--- src/rtl/spi_reg_writer.sv ---
// SPI Mode 0 master that sends register writes as [address][data] frames to the synth.
// Optional feature: define SPI_REG_WRITER_BURST_EN to continue sequential-address writes in one CS window.
module spi_reg_writer #(
  parameter int CLK_DIV = 4
) (
  input  logic       clk,
  input  logic       rst,
  input  logic       wr_valid,
  output logic       wr_ready,
  input  logic [7:0] wr_addr,
  input  logic [7:0] wr_data,
  output logic       busy,
  output logic       frame_done,
  output logic       spi_mosi,
  output logic       spi_sck,
  output logic       spi_cs
);

  localparam int PW = $clog2(CLK_DIV);

  localparam logic [2:0] IDLE  = 3'd0;
  localparam logic [2:0] SETUP = 3'd1;
  localparam logic [2:0] HIGH  = 3'd2;
  localparam logic [2:0] LOW   = 3'd3;
  localparam logic [2:0] HOLD  = 3'd4;
  localparam logic [2:0] GAP   = 3'd5;

  generate
    if (CLK_DIV < 2 || CLK_DIV > 255) begin : g_bad_div
      $error("spi_reg_writer: CLK_DIV must be in 2..255");
    end
  endgenerate

  logic [2:0]    state;
  logic [PW-1:0] phase;
  logic [3:0]    bit_cnt;
  logic [15:0]   shift;
  logic          phase_last;

  assign phase_last = (phase == PW'(CLK_DIV - 1));
  assign busy       = (state != IDLE);
  // MOSI comes straight off the shift register flop, so it moves exactly when the bits shift.
  assign spi_mosi   = shift[15];

`ifdef SPI_REG_WRITER_BURST_EN
  logic [7:0] addr_q;
  logic       burst_ok;

  // The slave auto-increments, so only the next sequential address may ride the open CS window.
  assign burst_ok = (state == HOLD) && (wr_addr == addr_q + 8'd1);
  assign wr_ready = !rst && ((state == IDLE) || burst_ok);
`else
  assign wr_ready = !rst && (state == IDLE);
`endif

  // The final SCK low phase doubles as the CS hold time, so HIGH of bit 15 goes straight to HOLD.
  always_ff @(posedge clk) begin
    if (rst) begin
      state      <= IDLE;
      phase      <= '0;
      bit_cnt    <= '0;
      shift      <= '0;
      spi_sck    <= 1'b0;
      spi_cs     <= 1'b1;
      frame_done <= 1'b0;
`ifdef SPI_REG_WRITER_BURST_EN
      addr_q     <= '0;
`endif
    end else begin
      frame_done <= 1'b0;
      if (state == IDLE || phase_last) phase <= '0;
      else                             phase <= phase + PW'(1);

      case (state)
        IDLE: begin
          if (wr_valid) begin
            shift   <= {wr_addr, wr_data};
            bit_cnt <= 4'd0;
            spi_cs  <= 1'b0;
            state   <= SETUP;
`ifdef SPI_REG_WRITER_BURST_EN
            addr_q  <= wr_addr;
`endif
          end
        end
        SETUP, LOW: begin
          if (phase_last) begin
            spi_sck <= 1'b1;
            state   <= HIGH;
          end
        end
        HIGH: begin
          if (phase_last) begin
            spi_sck <= 1'b0;
            shift   <= {shift[14:0], 1'b0};
            if (bit_cnt == 4'd15) begin
              state <= HOLD;
            end else begin
              bit_cnt <= bit_cnt + 4'd1;
              state   <= LOW;
            end
          end
        end
        HOLD: begin
`ifdef SPI_REG_WRITER_BURST_EN
          if (wr_valid && burst_ok) begin
            shift   <= {wr_data, 8'h00};
            addr_q  <= addr_q + 8'd1;
            bit_cnt <= 4'd8;
            phase   <= '0;
            state   <= SETUP;
          end else
`endif
          if (phase_last) begin
            spi_cs     <= 1'b1;
            frame_done <= 1'b1;
            state      <= GAP;
          end
        end
        GAP: begin
          if (phase_last) state <= IDLE;
        end
        default: state <= IDLE;
      endcase
    end
  end

endmodule

--- config.mk ---
export PLATFORM = sky130hd
export DESIGN_NAME = spi_reg_writer
export DESIGN_NICKNAME = d
export VERILOG_FILES = /design/src/rtl/spi_reg_writer.sv
export SDC_FILE = /design/constraint.sdc
export NUM_CORES = 1
export LEC_CHECK = 0
export ABC_AREA = 1
export CAP_MARGIN = 30
export CORE_MARGIN = 5
export CORE_UTILIZATION = 30
export DETAILED_ROUTE_END_ITERATION = 10
export PLACE_DENSITY_LB_ADDON = 0.25
export REMOVE_ABC_BUFFERS = 1
export SLEW_MARGIN = 20
export SYNTH_ARGS = -nofsm -noshare
export SYNTH_HDL_FRONTEND = slang
export SYNTH_SLANG_ARGS = --single-unit
export TNS_END_PERCENT = 30
--- constraint.sdc ---
create_clock -name clk -period 1.9 [get_ports clk]
set_clock_uncertainty 0.15 [all_clocks]
set_input_delay 0.38 -clock clk [delete_from_list [all_inputs] [get_ports clk]]
set_output_delay 0.38 -clock clk [all_outputs]
set_load 0.05 [all_outputs]
==> summary.txt <==
Outcome
  • Outcome: finished clean

Setup path
  • CP max stage cell: dfxtp_2
  • WS Path Type: reg2out
  • CP Launch Type: register
  • Max incr delay on CP: 380 ps
  • Crit path DAT: 1240 ps
  • Buf/Inv on CP: 1
  • Critical Path RT: 1370 ps
  • Worst Path Max Fanout: 6
  • Critical path's top delay family: simple AND/OR/NAND/NOR gates
  • CP endpoint kind: output pin
  • Worst-path cell chain: nor2_4 -> nand2_2 -> nor2_2 -> buf_12

STA
  • Hold_ws: 274 ps
  • Fin. max-slew vios: 0
  • RSZ-0062 raised after global routing: false
  • Setup-failing EPs final: 0
  • Worst-Margin Slew: 418 ps
  • Slew Limit Headroom: 0.718
  • Max Clk Rate: 564 MHz
  • Hold Violations, Final: 0
  • Tmin final: 1770 ps
  • Fin crit share: 0.933

Global route
  • Vias in the first global route: 1197
  • GRT met1 Usage: 0.134
  • Antenna violations before repair: 0
  • Met2 Use GR: 0.157
  • Met3 Use GR: 0.0159
  • Gr usage total: 0.0993
  • Gr busiest metal: met2
  • GR Overflow Total: 0
  • First-pass GRT wire length: 5.10 mm
  • Largest net degree at the start of global routing: 32

Placement
  • Gpl congestion: 0.813
  • Post-DP HPWL: 2.10 mm
  • IO Port Bufs: 24

Die
  • Die width: 79.0 µm
  • Die area: 6240 µm²
  • Height of the die: 79.0 µm
  • Starting Density: 0.307
  • I/O Pins: 25
  • Core Region: 4660 µm²
  • FP Rows: 25

Synth
  • Synthesized flop and latch total: 28
  • Post-synthesis instance area: 1430 µm²
  • Yosys warns: 0
  • Mean Syn Cell Area: 6.38 µm²
  • Post-Syn Instances: 224
  • Sequential area share after synthesis: 0.392
  • Netlist cell types: 24

Clocking
  • CTS clk-pin slew, worst paths: 90 ps
  • Htree depth: 1
  • CTS sink cnt: 28
  • Clk_lat worst skew: 270 ps
  • CTS Buffer Depth: 2
  • Cts hold-fix bufs: 0
  • CTS tree: done
  • Clk root buf: clkbuf_8
  • CTS Buf Count: 3

Final layout
  • Final #Nets: 271
  • Inserted Diodes: 0
  • Share of cells above drive strength 1: 0.101
  • Commonest non-fill, non-tap cell in the layout: nand2_1
  • Area Overhead vs Synth: 25.7%
  • Most frequent cells in the layout: nand2_1, nor2_1, dfxtp_1

Drt
  • Vias: 1295
  • WL/cell: 9.63 µm
  • Via-to-Cell Ratio: 4.29
  • DRC Markers: 0
  • Post-Route WL: 2.91 mm
  • Drt first pass iters: 4
  • Initial DRC Count: 80
  • Antenna-violating nets left: 0

Run
  • MaxCap Viol Count: 0

Pwr
  • Power per cell area: 1430 nW/µm²
  • Total power: 2.58 mW
  • Leakage: 0.854 nW
  • Peak supply drop: 0.000523 V

Worst hold path
  • Hold WC Path Type: reg2reg
metal layers:
metal	vias to the layer above	part of all wire	wire length [µm]
met2	11	0.45	1310
met3	4	0.025	72
met5	-	0	0
li1	734	-	-
met4	0	0.018	52
met1	546	0.51	1470
kinds of logic after synthesis:
| kind of cell | synth area share |
|---|---|
| buf+inv | 0.115 |
| flops | 0.392 |
| simple gates | 0.370 |
| compound gates | 0.106 |
| fa+ha+maj | 0.0175 |
final timing paths:
check	startpoint	to	slack, ps	depth (start not counted)
worst min register to register	phase[0]	phase[0]	270	1
worst max register to register	bit_cnt[0]	bit_cnt[1]	300	8
worst min-delay path	phase[0]	phase[0]	270	1
worst max-delay path	state[1]	wr_ready	130	4
cells in the mapped netlist:
master | n | area, µm²
nand2_2 | 1 | 6.26
nand3_2 | 1 | 10.0
nand3b_1 | 1 | 7.51
nor3_1 | 1 | 5.00
nor2_2 | 1 | 6.26
dfxtp_1 | 28 | 561
nand2_1 | 67 | 251
nand3_1 | 14 | 70.1
nand4_1 | 1 | 6.26
o21ai_4 | 1 | 16.3
buf_2 | 2 | 10.0
clkinv_1 | 1 | 3.75
inv_2 | 4 | 15.0
o211ai_1 | 1 | 7.51
inv_1 | 25 | 93.8
o21ai_0 | 16 | 80.1
buf_6 | 2 | 22.5
nor2_4 | 1 | 11.3
ha_1 | 2 | 25.0
clkbuf_1 | 3 | 11.3
a21oi_1 | 8 | 40.0
o31ai_1 | 1 | 7.51
buf_4 | 1 | 7.51
nor2_1 | 41 | 154
state kept, by name, summed over array words and instances, names as in the netlist:
signal and count:
bit_cnt 4, frame_done 1, phase 2, shift 16, spi_cs 1, spi_sck 1
state 3
through the flow:
| stage | setup slack [ps] | std cells | cell area [µm²] | util | TNS (ps) |
|---|---|---|---|---|---|
| after CTS | 12.0 | 302 | 1790 | 0.384 | 0 |
| after floorplan | -134 | 216 | 1380 | - | -134 |
| after global placement | 182 | 299 | 1750 | 0.374 | 0 |
| after global routing | 38.8 | 302 | 1800 | 0.385 | 0 |
| after detailed placement | 164 | 299 | 1750 | 0.374 | 0 |
| final | 128 | 302 | 1800 | 0.385 | 0 |
worst register-to-register path, cell delays in order, from the launching register on:
cell	delay (ps)
dfxtp_1	410
ha_1	220
nand3_1	130
nand3_1	130
nand2_1	140
nand2_1	160
nand2_1	70
nand2_1	60
nor2_1	40
report_power, final:
group / leakage (nW) / total [mW] / switching (mW) / internal (mW)
clock network: 0.0216 / 0.322 / 0.180 / 0.142
registers: 0.231 / 0.888 / 0.0994 / 0.788
logic: 0.602 / 1.37 / 0.848 / 0.517
total: 0.854 / 2.58 / 1.13 / 1.45
final cells by class:
type | count | area, µm²
Fill cell | 519 | 2870
Multi-Input combinational cell | 158 | 712
Sequential cell | 28 | 562
Timing Repair Buffer | 29 | 300
Inverter | 30 | 113
Tap cell | 54 | 67.6
Clock buffer | 3 | 41.3
what timing repair did:
action | in CTS | in global routing
setup endpoints to repair | 1 | 1
resized for setup | 1 | 2
setup buffers | 0 | 0
Note: power is estimated with default switching activity, not from simulation.
